[src/rtl/fetch_stage.sv]
// Instruction fetch stage: owns the fetch PC, issues 16-bit reads over a req/ack port
// and buffers returned words with their PCs in a 2-entry queue ahead of the decoder.
module fetch_stage #(
  parameter logic [15:0] RESET_PC = 16'h0000,
  parameter logic [15:0] PC_INC   = 16'd2
) (
  input  logic        clk,
  input  logic        rst,
  input  logic        en,
  input  logic        redirect,
  input  logic [15:0] redirect_pc,
  output logic        mem_req,
  output logic [15:0] mem_addr,
  input  logic        mem_ack,
  input  logic [15:0] mem_rdata,
  output logic [15:0] instr_out,
  output logic [15:0] pc_out,
  output logic        instr_valid,
  output logic [1:0]  dbgState
);

  // Memory handshake: mem_req rises and mem_addr is held constant until the cycle
  // mem_ack is sampled high on a rising edge; that edge both accepts the request and
  // captures mem_rdata. mem_ack is ignored whenever mem_req is low.

  typedef enum logic [1:0] {IDLE = 2'd0, REQ = 2'd1, DROP = 2'd2} state_t;

  localparam logic [15:0] BOOT_PC = RESET_PC & 16'hFFFE;

  state_t      state;
  logic [15:0] fetchPc;
  logic [15:0] reqAddr;
  logic [1:0]  count;
  logic [15:0] instr0, instr1, pc0, pc1;

  logic        pop, push, space;
  logic [1:0]  countNext, countAfterPop;
  logic [15:0] targetPc;

  always_comb begin
    targetPc      = redirect_pc & 16'hFFFE;
    pop           = en && (count != 2'd0);
    push          = (state == REQ) && mem_ack && !redirect;
    countAfterPop = count - {1'b0, pop};
    countNext     = countAfterPop + {1'b0, push};
    space         = (countNext < 2'd2);
  end

  always_ff @(posedge clk or posedge rst) begin
    if (rst) begin
      state   <= IDLE;
      fetchPc <= BOOT_PC;
      reqAddr <= BOOT_PC;
      count   <= 2'd0;
      instr0  <= 16'h0000;
      instr1  <= 16'h0000;
      pc0     <= 16'h0000;
      pc1     <= 16'h0000;
    end else begin
      // Slot 0 is always the head; a push lands in the first slot left free after the pop.
      if (redirect) begin
        count <= 2'd0;
      end else begin
        count <= countNext;
        if (pop) begin
          instr0 <= instr1;
          pc0    <= pc1;
        end
        if (push) begin
          if (countAfterPop == 2'd0) begin
            instr0 <= mem_rdata;
            pc0    <= reqAddr;
          end else begin
            instr1 <= mem_rdata;
            pc1    <= reqAddr;
          end
        end
      end

      case (state)
        IDLE: begin
          if (redirect) begin
            state   <= REQ;
            reqAddr <= targetPc;
          end else if (space) begin
            state   <= REQ;
            reqAddr <= fetchPc;
          end
        end
        REQ: begin
          if (mem_ack && !redirect) begin
            fetchPc <= reqAddr + PC_INC;
            if (space) reqAddr <= reqAddr + PC_INC;
            else       state   <= IDLE;
          end else if (mem_ack) begin
            fetchPc <= targetPc + PC_INC;
            reqAddr <= targetPc;
          end else if (redirect) begin
            // The outstanding address must stay on the bus; remember the target instead.
            fetchPc <= targetPc;
            state   <= DROP;
          end
        end
        DROP: begin
          if (redirect) fetchPc <= targetPc;
          if (mem_ack) begin
            state   <= REQ;
            reqAddr <= redirect ? targetPc : fetchPc;
          end
        end
        default: state <= IDLE;
      endcase
    end
  end

  always_comb begin
    mem_req     = (state != IDLE);
    mem_addr    = reqAddr;
    instr_valid = (count != 2'd0);
    instr_out   = instr_valid ? instr0 : 16'h0000;
    pc_out      = instr_valid ? pc0 : fetchPc;
    dbgState    = state;
  end

endmodule

[config.mk]
export PLATFORM = sky130hd
export DESIGN_NAME = fetch_stage
export DESIGN_NICKNAME = d
export VERILOG_FILES = /design/src/rtl/fetch_stage.sv
export SDC_FILE = /design/constraint.sdc
export NUM_CORES = 1
export LEC_CHECK = 0
export ABC_AREA = 0
export BUFFER_PORTS_ARGS = -buffer_cell sky130_fd_sc_hd__buf_2
export CAP_MARGIN = 15
export CELL_PAD_IN_SITES_DETAIL_PLACEMENT = 1
export CELL_PAD_IN_SITES_GLOBAL_PLACEMENT = 1
export CORE_UTILIZATION = 35
export CTS_CLUSTER_SIZE = 24
export DETAILED_ROUTE_END_ITERATION = 16
export GPL_ROUTABILITY_DRIVEN = 0
export PLACE_DENSITY = 0.78
export SYNTH_ARGS = -nofsm -noshare
export SYNTH_HDL_FRONTEND = slang
export SYNTH_SLANG_ARGS = --single-unit
[constraint.sdc]
create_clock -name clk -period 2.65 [get_ports clk]
set_input_delay 0 -clock clk [delete_from_list [all_inputs] [get_ports clk]]
set_output_delay 0 -clock clk [all_outputs]
set_load 0.02 [all_outputs]
==> qor.yml, run 1 <==
power_and_ir_drop:
  powerDensity_mw_per_mm2: 1290
  peakVddDrop_mv: 0.536
  leakage_uw: 0.00325
global_route:
  track_usage_pct: 24.0
  grt_pass1_vias: 5333
  grt_max_degree: 64
  antenna_found_initial: 0
  grt_pass1_wl_um: 30100
  overflow: 0
route:
  vias: 5220
  drt_iter0_drc: 557
  remaining_drc_errors: 0
  antenna_left: 0
  viasPerCell: 5.87
  dr.pass1.iters: 6
  wire_per_inst_um: 21.9
  routed_wl_um: 19500
final_layout:
  final_area_mm2: 0.00699
  seqCellArea_mm2: 0.00250
  num_antenna_cells: 0
  layout-drive-gt1-share_pct: 30.0
  fillers: 1790
  nets: 715
  multiInputGateArea_mm2: 0.00279
  synthToLayoutAreaGrowth_pct: 24.0
clock_tree:
  cts.sinks: 100
  cts_buffer_depth: 2
  clock_latency_ns: 0.35
  htreeDepth: 3
  numCtsBuffers: 9
  clk_pin_slew_ns: 0.07
  cts_tree: "built"
  root_buffer: "clkbuf_16"
hold_path:
  worstHoldPathType: "primary input to register"
  hold_depth: 3
critical_path:
  cp-end-kind: "register"
  cp.arrival_ns: 2.75
  reg2reg_depth: 9
  worst-setup-path-type: "register to register"
  cp_max_fo: 3
  crit_path_start_kind: "register"
  crit_required_ns: 2.89
  critPathSlowestCell: "or4_4"
  path_cells: "o21ai_2 > inv_1 > ha_1 > inv_1 > ha_1 > xnor3_1 > nor2_1 > or4_4 > o311ai_1"
  max_stage_delay_ns: 0.57
yosys:
  ys_seq_area_share_pct: 44.4
  syn_nets: 600
  syn_inst: 554
  synth.cell_area_mm2: 0.00564
  post-synth-top-area-fraction_pct: 44.4
  synth_cell_types: 59
  synth_top_area_cell: "dfrtp_1"
  async_flop_share_pct: 100
  synth_area_leaders: "dfrtp_1 (44%), mux2_2 (9.4%), a222oi_1 (6.2%)"
  ys_ff_latch: 100
  synthFlopType: "dfrtp_1"
  synth-edff-count: 0
  avgSynthCellArea_um2: 10.2
  ys_warn_count: 0
placed_design:
  port_buffers: 87
  place_area_mm2: 0.00640
  hpwl_um: 12800
floorplan:
  fp-row-count: 46
  die-area_mm2: 0.0166
  dieHeight_um: 129
  ioPinCount: 89
  start_util_pct: 35.6
  die_x_um: 129
  coreArea_mm2: 0.0158
timing:
  tightest_slew_ns: 0.796
  relSlewSlack_pct: 46.8
  slew_viol_final: 0
  setup_viol: 0
  period_minus_slack_ns: 2.51
  fin_skew_ns: 0.00813
  hold_violations: 0
  period_share_pct: 94.8
  rsz0062_at_grt: "no"
  tns_ns: 0
  max_freq_mhz: 398
status:
  status: "complete, no violations"
job:
  cap_viol_max_count: 0
-- kinds of logic after synthesis --
logic type | Yosys count | synth area share [%]
AO/OA/AOI/OAI | 137 | 18.4
XOR/XNOR | 25 | 4.13
adder cells (fa/ha/maj) | 9 | 2.00
buffers and inverters | 87 | 7.17
flip-flops | 100 | 44.4
multiplexers | 56 | 11.0
AND/OR/NAND/NOR | 140 | 12.9
-- cells in the final DEF (no fill, tap or decap), types with 9 or more instances in the layout --
| cell type | instances |
|---|---|
| a21oi_1 | 11 |
| a222oi_1 | 35 |
| and2_1 | 18 |
| buf_2 | 87 |
| buf_4 | 30 |
| clkbuf_16 | 9 |
| dfrtp_1 | 100 |
| dlygate4sd3_1 | 20 |
| ha_1 | 9 |
| inv_1 | 46 |
| mux2_2 | 47 |
| mux2i_1 | 9 |
| nand2_1 | 32 |
| nand3_1 | 16 |
| nor2_1 | 33 |
| o21ai_0 | 26 |
| o22ai_1 | 10 |
| xnor2_1 | 13 |
| xor2_1 | 11 |
-- cells in the mapped netlist, types with 9 or more instances --
library cell / count
xor2_1: 11
nor2_1: 33
xnor2_1: 13
a222oi_1: 35
o21ai_0: 27
nand2_1: 32
nand3_1: 16
o22ai_1: 10
ha_1: 9
mux2_2: 47
inv_1: 47
clkbuf_1: 16
buf_2: 12
mux2i_1: 9
and2_1: 18
a21oi_1: 12
dfrtp_1: 100
-- worst max-delay path: cells and delay by family (launching register included) --
family / cells / cell delay, ns
XOR/XNOR: 1 / 0.25
AO/OA/AOI/OAI: 2 / 0.46
adder cells (fa/ha/maj): 2 / 0.50
AND/OR/NAND/NOR: 2 / 0.65
buffers and inverters: 2 / 0.14
flip-flops: 1 / 0.39
-- state kept, by name (all words and copies together), names as in the netlist --
signal	count
instr1	16
fetchPc	16
pc0	16
dbgState	2
instr0	16
pc1	16
count	2
mem_addr	16
-- path summary, 6_finish.rpt --
check	startpoint	end	slack (ns)
setup / recovery	count[0]$_DFF_PP0_	mem_addr[10]$_DFFE_PP0P_	0.14
hold / removal	redirect_pc[11]	fetchPc[11]$_DFFE_PP0P_	0.02
setup reg to reg	count[0]$_DFF_PP0_	mem_addr[10]$_DFFE_PP0P_	0.14
hold reg to reg	instr1[3]$_DFFE_PP0P_	instr0[3]$_DFFE_PP0N_	0.50
max in group asynchronous	rst	instr1[10]$_DFFE_PP0P_	1.67
min in group asynchronous	rst	pc1[4]$_DFFE_PP0P_	0.25
-- metrics by stage --
step           hold WS, ns  utilization [%]  worst slack [ns]  instances  power [uW]
6_report            0.0159             44.1             0.137        890        9030
5_1_grt             0.0303             44.1            0.0444        890        9540
4_1_cts            0.00481             43.8            0.0684        886        8990
2_1_floorplan        0.121                -            0.0312        554        5840
3_3_place_gp        0.0735             40.4           -0.0297        848        7200
3_5_place_dp        0.0899             40.4            -0.266        848        7480
-- routing by layer --
layer | vias up | track usage, % | share of wire (%)
met4 | 0 | 9.48 | 2.6
met1 | 2685 | 30.9 | 41
met2 | 220 | 41.0 | 51
met5 | - | 0 | 0
met3 | 38 | 3.12 | 5.7
li1 | 2277 | - | -
-- timing repair --
| action | 4_1_cts | 5_1_grt |
|---|---|---|
| endpoints found under the hold margin | 72 | 0 |
| resized for setup | 3 | 5 |
| buffers inserted | 0 | 4 |
| endpoints found under the setup margin | 32 | 23 |
| cloned | 2 | 0 |
| hold buffers | 20 | 0 |
| pin swaps | 2 | 2 |
-- power breakdown --
group	total [uW]	leakage [uW]	switching [uW]	internal (uW)
clock	1380	0.000146	635	748
combinational	4690	0.00187	2720	1970
sequential	2960	0.00124	699	2260
total	9030	0.00325	4060	4970
-- final cells by class --
type                    instances  share of cell area, %
flip-flops and latches        100                   35.8
well taps                     216                   3.87
repair buffers                141                   13.3
inverters                      48                   2.65
clock buffers                   9                   3.22
multi-input cells             369                   39.9
clock inverters                 7                   1.16
Power figures use the tool's default switching activity.
==> run 2: changes to the inputs <==
--- a/config.mk
+++ b/config.mk
@@ -11,6 +11,7 @@
 export CELL_PAD_IN_SITES_DETAIL_PLACEMENT = 1
 export CELL_PAD_IN_SITES_GLOBAL_PLACEMENT = 1
 export CORE_UTILIZATION = 35
+export CTS_BUF_LIST = sky130_fd_sc_hd__clkbuf_4
 export CTS_CLUSTER_SIZE = 24
 export DETAILED_ROUTE_END_ITERATION = 16
 export GPL_ROUTABILITY_DRIVEN = 0
==> run 2 against run 1 <==
Against the previous run: first-iteration DRC count fell by 13%; via count rose by 0.11%; sequential power barely moved; routed wire length fell by 0.46%; non-clock buffer count rose by 10; clock skew rose by 0.015 ns; cell count rose by 1.2%; hold slack improved by 0.036 ns; critical path depth did not move; register-to-register slack got worse by 0.02 ns; setup slack got worse by 0.021 ns; sequential share of layout area rose by 0.23 points; critical endpoint unchanged; largest cell class unchanged.
==> qor.yml, run 2 (synthesis gave the netlist of run 1 again) <==
timing:
  period_share_pct: 95.6  # was 94.8%
  tightest_slew_ns: 0.784  # was 0.796 ns
  max_freq_mhz: 395  # was 398 MHz
  fin_skew_ns: 0.0233  # was 0.00813 ns
  setup_viol: 0  # unchanged
  period_minus_slack_ns: 2.53  # was 2.51 ns
  relSlewSlack_pct: 47.6  # was 46.8%
  tns_ns: 0  # unchanged
  rsz0062_at_grt: "no"  # unchanged
  slew_viol_final: 0  # unchanged
  hold_violations: 0  # unchanged
critical_path:
  cp_max_fo: 3  # unchanged
  crit_path_start_kind: "register"  # unchanged
  cp-end-kind: "register"  # unchanged
  ff2ff_setup_slack_ns: 0.12  # was 0.14 ns
  crit_required_ns: 3.05  # was 2.89 ns
  worst-setup-path-type: "register to register"  # unchanged
  cp.arrival_ns: 2.94  # was 2.75 ns
route:
  drt_iter0_drc: 483  # was 557
  routed_wl_um: 19400  # was 19500 um
  dr.pass1.iters: 7  # was 6
  antenna_left: 0  # unchanged
  wire_per_inst_um: 21.6  # was 21.9 um
  viasPerCell: 5.80  # was 5.87
  remaining_drc_errors: 0  # unchanged
  vias: 5226  # was 5220
final_layout:
  fin_cells: 901  # was 890
  nets: 725  # was 715
  seqCellArea_mm2: 0.00250  # unchanged
  multiInputGateArea_mm2: 0.00279  # unchanged
  layout_commonest_cell: "dfrtp_1"  # unchanged
  final_area_mm2: 0.00694  # was 0.00699 mm^2
  final_cell_mix: "dfrtp_1 (100), buf_2 (87), mux2_2 (47)"  # unchanged
  synthToLayoutAreaGrowth_pct: 23.2  # was 24.0%
  layout-drive-gt1-share_pct: 28.9  # was 30.0%
  fillers: 1798  # was 1790
clock_tree:
  clock_latency_ns: 0.52  # was 0.35 ns
  numCtsBuffers: 9  # unchanged
  cts_buffer_depth: 2  # unchanged
  cts.sinks: 100  # unchanged
  clk_pin_slew_ns: 0.17  # was 0.07 ns
  root_buffer: "clkbuf_4"  # was clkbuf_16
  cts_setup_buffers: 0  # unchanged
  cts_tree: "built"  # unchanged
  htreeDepth: 3  # unchanged
global_route:
  antenna_found_initial: 1  # was 0
  overflow: 0  # unchanged
  grt_max_degree: 64  # unchanged
  grt_pass1_wl_um: 29900  # was 30100 um
  track_usage_pct: 24.0  # about the same
  grt_pass1_vias: 5320  # was 5333
placed_design:
  port_buffers: 87  # unchanged
  hpwl_um: 12800  # unchanged
  dp.cells: 848  # unchanged
  place_area_mm2: 0.00640  # unchanged
status:
  status: "complete, no violations"  # unchanged
floorplan:
  fp-row-count: 46  # unchanged
  start_util_pct: 35.6  # unchanged
  coreArea_mm2: 0.0158  # unchanged
  die-area_mm2: 0.0166  # unchanged
  die_x_um: 129  # unchanged
  dieHeight_um: 129  # unchanged
  ioPinCount: 89  # unchanged
power_and_ir_drop:
  peakVddDrop_mv: 0.529  # was 0.536 mV
  leakage_uw: 0.00322  # was 0.00325 uW
  powerDensity_mw_per_mm2: 1230  # was 1290 mW/mm^2
job:
  cap_viol_max_count: 0  # unchanged
hold_path:
  worstHoldPathType: "primary input to register"  # unchanged
run 2: report_power, final:
part / leakage (uW) / total (uW) / switching, uW / internal, uW
Clock: 0.0000764 / 894 / 592 / 302
Sequential: 0.00124 / 2950 / 696 / 2250
Combinational: 0.00191 / 4700 / 2720 / 1980
run 2: metal layers:
layer	wire, um	up-vias	GRT usage, %	part of all wire, %
met5	0	-	0	0
met4	429	0	9.34	2.2
met3	1080	39	3.78	5.6
met2	9700	202	40.6	50
met1	8200	2678	30.8	42
li1	-	2307	-	-
run 2: what timing repair did:
item                                   4_1_cts  5_1_grt
hold buffers                                34        0
endpoints found under the hold margin      112        0
cloned                                       2        0
resized for setup                            3        5
pin swaps                                    2        1
setup endpoints to repair                   33       31
run 2: metrics by stage:
| step | worst slack (ns) | hold slack [ns] | utilization (%) | total power [uW] |
|---|---|---|---|---|
| global route | 0.00872 | 0.0780 | 43.9 | 9050 |
| CTS | 0.0460 | 0.0361 | 43.7 | 8500 |
| floorplan | 0.0312 | 0.121 | - | 5840 |
| finish | 0.117 | 0.0522 | 43.9 | 8540 |
| detailed placement | -0.266 | 0.0899 | 40.4 | 7480 |
| global placement | -0.0297 | 0.0735 | 40.4 | 7200 |
run 2: critical path, cell delays in order, from the launching register on:
cell      delay (ns)
dfrtp_1         0.43
o21ai_2         0.16
inv_1           0.09
ha_1            0.33
inv_1           0.05
ha_1            0.17
xnor3_1         0.26
nor2_1          0.08
or4_4           0.56
o311ai_1        0.29
run 2: final cells by class:
type,instances,area share [%]
diodes,1,0.0360
clock buffers,9,0.973
clock inverters,7,1.17
inverters,48,2.67
multi-input cells,369,40.2
flip-flops and latches,100,36.0
well taps,216,3.89
repair buffers,151,15.0
run 2: path summary, 6_finish.rpt:
kind | start | to | depth (start not counted)
setup reg to reg | count[0]$_DFF_PP0_ | mem_addr[10]$_DFFE_PP0P_ | 9
max in group asynchronous | rst | mem_addr[14]$_DFFE_PP0P_ | 4
hold reg to reg | instr1[1]$_DFFE_PP0P_ | instr0[1]$_DFFE_PP0N_ | 2
hold / removal | mem_ack | fetchPc[15]$_DFFE_PP0P_ | 4
setup / recovery | count[0]$_DFF_PP0_ | mem_addr[10]$_DFFE_PP0P_ | 9
min in group asynchronous | rst | pc1[4]$_DFFE_PP0P_ | 3
==> run 3: changes to the inputs <==
==> constraint.sdc (replaced) <==
create_clock -name clk -period 2.65 [get_ports clk]
set_input_delay 0.795 -clock clk [delete_from_list [all_inputs] [get_ports clk]]
set_output_delay 0.795 -clock clk [all_outputs]
set_load 0.02 [all_outputs]
==> run 3 against run 2 <==
Against the previous run: global-route usage up 0.11 points; combinational power increased by 12%; setup slack worse by 0.11 ns; routed wire length shrank 0.88%; critical path type is now register to primary output; largest power group unchanged.
==> qor.yml, run 3 (synthesis gave the netlist of run 1 again) <==
critical_path:
  cp-end-kind: "primary output"  # was register
  cp.arrival_ns: 1.85  # was 2.94 ns
  cp_max_fo: 6  # was 3
  ff2ff_setup_slack_ns: 0.11  # was 0.12 ns
  crit_required_ns: 1.86  # was 3.05 ns
  crit_start: "count[0]$_DFF_PP0_"  # unchanged
  worst-setup-path-type: "register to primary output"  # was register to register
  r2r-start: "count[0]$_DFF_PP0_"  # unchanged
  crit_path_start_kind: "register"  # unchanged
global_route:
  grt_pass1_vias: 5339  # was 5320
  antenna_found_initial: 1  # unchanged
  grt_max_degree: 69  # was 64
  overflow: 0  # unchanged
  track_usage_pct: 24.1  # was 24.0%
  grt_pass1_wl_um: 30400  # was 29900 um
timing:
  hold_violations: 0  # unchanged
  fin_ws_ns: 0.00805  # was 0.117 ns
  tightest_slew_ns: 0.517  # was 0.784 ns
  period_share_pct: 99.7  # was 95.6%
  period_minus_slack_ns: 2.64  # was 2.53 ns
  fin_skew_ns: 0.0265  # was 0.0233 ns
  max_freq_mhz: 379  # was 395 MHz
  hold_ws_ns: 0.394  # was 0.0522 ns
  rsz0062_at_grt: "yes"  # was no
  setup_viol: 0  # unchanged
  slew_viol_final: 0  # unchanged
  relSlewSlack_pct: 65.3  # was 47.6%
placed_design:
  port_buffers: 87  # unchanged
  pre_cts_slack_ns: -0.164  # was -0.266 ns
  hpwl_um: 13500  # was 12800 um
  dp.cells: 869  # was 848
route:
  vias: 5142  # was 5226
  drt_iter0_drc: 499  # was 483
  remaining_drc_errors: 0  # unchanged
  antenna_left: 0  # unchanged
  wire_per_inst_um: 21.6  # about the same
  routed_wl_um: 19200  # was 19400 um
  dr.pass1.iters: 6  # was 7
  viasPerCell: 5.78  # was 5.80
final_layout:
  seqCellArea_mm2: 0.00250  # about the same
  final_core_util_pct: 44.3  # was 43.9%
  final_cell_mix: "dfrtp_1 (98), buf_2 (75), inv_1 (45), buf_4 (45), mux2_2 (36)"  # was dfrtp_1 (100), buf_2 (87), mux2_2 (47)
  synthToLayoutAreaGrowth_pct: 24.3  # was 23.2%
  nets: 714  # was 725
  layout-drive-gt1-share_pct: 33.9  # was 28.9%
  fin_cells: 890  # was 901
  layout_commonest_cell: "dfrtp_1"  # unchanged
  multiInputGateArea_mm2: 0.00285  # was 0.00279 mm^2
  fillers: 1805  # was 1798
clock_tree:
  numCtsBuffers: 9  # unchanged
  cts_tree: "built"  # unchanged
  htreeDepth: 3  # unchanged
  cts_buffer_depth: 2  # unchanged
  cts.sinks: 100  # unchanged
  root_buffer: "clkbuf_4"  # unchanged
  clk_pin_slew_ns: 0.19  # was 0.17 ns
  clock_latency_ns: 0.49  # was 0.52 ns
floorplan:
  start_util_pct: 35.6  # unchanged
  die-area_mm2: 0.0166  # unchanged
  fp-row-count: 46  # unchanged
  coreArea_mm2: 0.0158  # unchanged
  dieHeight_um: 129  # unchanged
  die_x_um: 129  # unchanged
  ioPinCount: 89  # unchanged
power_and_ir_drop:
  peakVddDrop_mv: 0.464  # was 0.529 mV
  leakage_uw: 0.00330  # was 0.00322 uW
  powerDensity_mw_per_mm2: 1320  # was 1230 mW/mm^2
hold_path:
  worstHoldPathType: "primary input to asynchronous set/reset pin"  # was primary input to register
status:
  status: "complete, no violations"  # unchanged
job:
  cap_viol_max_count: 0  # unchanged
## run 3: cell count changes in the layout (fill, tap and decap cells not counted), moves of 2 or more
cell	delta
dfrtp_2	+2
nor2_1	-2
mux2_2	-11
mux2_4	+11
buf_12	+5
dfrtp_1	-2
buf_6	+13
buf_2	-12
buf_4	+19
dlygate4sd3_1	-34
## run 3: power by group
| part | internal [uW] | total (uW) | switching [uW] |
|---|---|---|---|
| Clock | 313 | 917 | 604 |
| Combinational | 2470 | 5280 | 2810 |
| Sequential | 2250 | 3020 | 770 |
| Total | 5030 | 9220 | 4180 |
## run 3: path summary, 6_finish.rpt
kind,cells after the start,endpoint
max,5,pc_out[8]
min,3,pc0[15]$_DFFE_PP0N_
max reg2reg,12,mem_addr[10]$_DFFE_PP0P_
min reg2reg,2,instr0[8]$_DFFE_PP0N_
max in group asynchronous,3,instr0[13]$_DFFE_PP0N_
min in group clk,2,instr0[8]$_DFFE_PP0N_
## run 3: final cells by class
type | instances | share of cell area (%)
Antenna cell | 1 | 0.0357
Clock buffer | 9 | 0.964
Clock inverter | 7 | 1.34
Inverter | 48 | 2.73
Multi-Input combinational cell | 367 | 40.6
Sequential cell | 100 | 35.7
Tap cell | 216 | 3.86
Timing Repair Buffer | 142 | 14.7
## run 3: critical path, stage by stage (launching register included)
cell,delay [ns]
dfrtp_2,0.48
nor2_4,0.13
buf_12,0.14
buf_12,0.14
mux2_4,0.31
buf_6,0.13
## run 3: timing repair
action,CTS,global route
setup buffers,2,1
pin swaps,1,3
gates resized for setup,44,15
hold buffers,0,0
endpoints found under the setup margin,27,66
cloned,1,0
## run 3: through the flow
stage	total power [uW]	cell area [um^2]	setup TNS [ns]
after floorplan	5840	5640	0
after global placement	7310	6590	-0.699
after detailed placement	7620	6590	-2.45
after CTS	9070	6930	-0.00618
after global routing	9820	7010	-0.486
final	9220	7010	0
## run 3: metal layers
metal | vias to the layer above | track usage (%) | routed length [um]
li1 | 2272 | - | -
met1 | 2621 | 30.5 | 7910
met2 | 211 | 40.0 | 9770
met3 | 38 | 4.49 | 1070
met4 | 0 | 11.1 | 494
met5 | - | 0 | 0
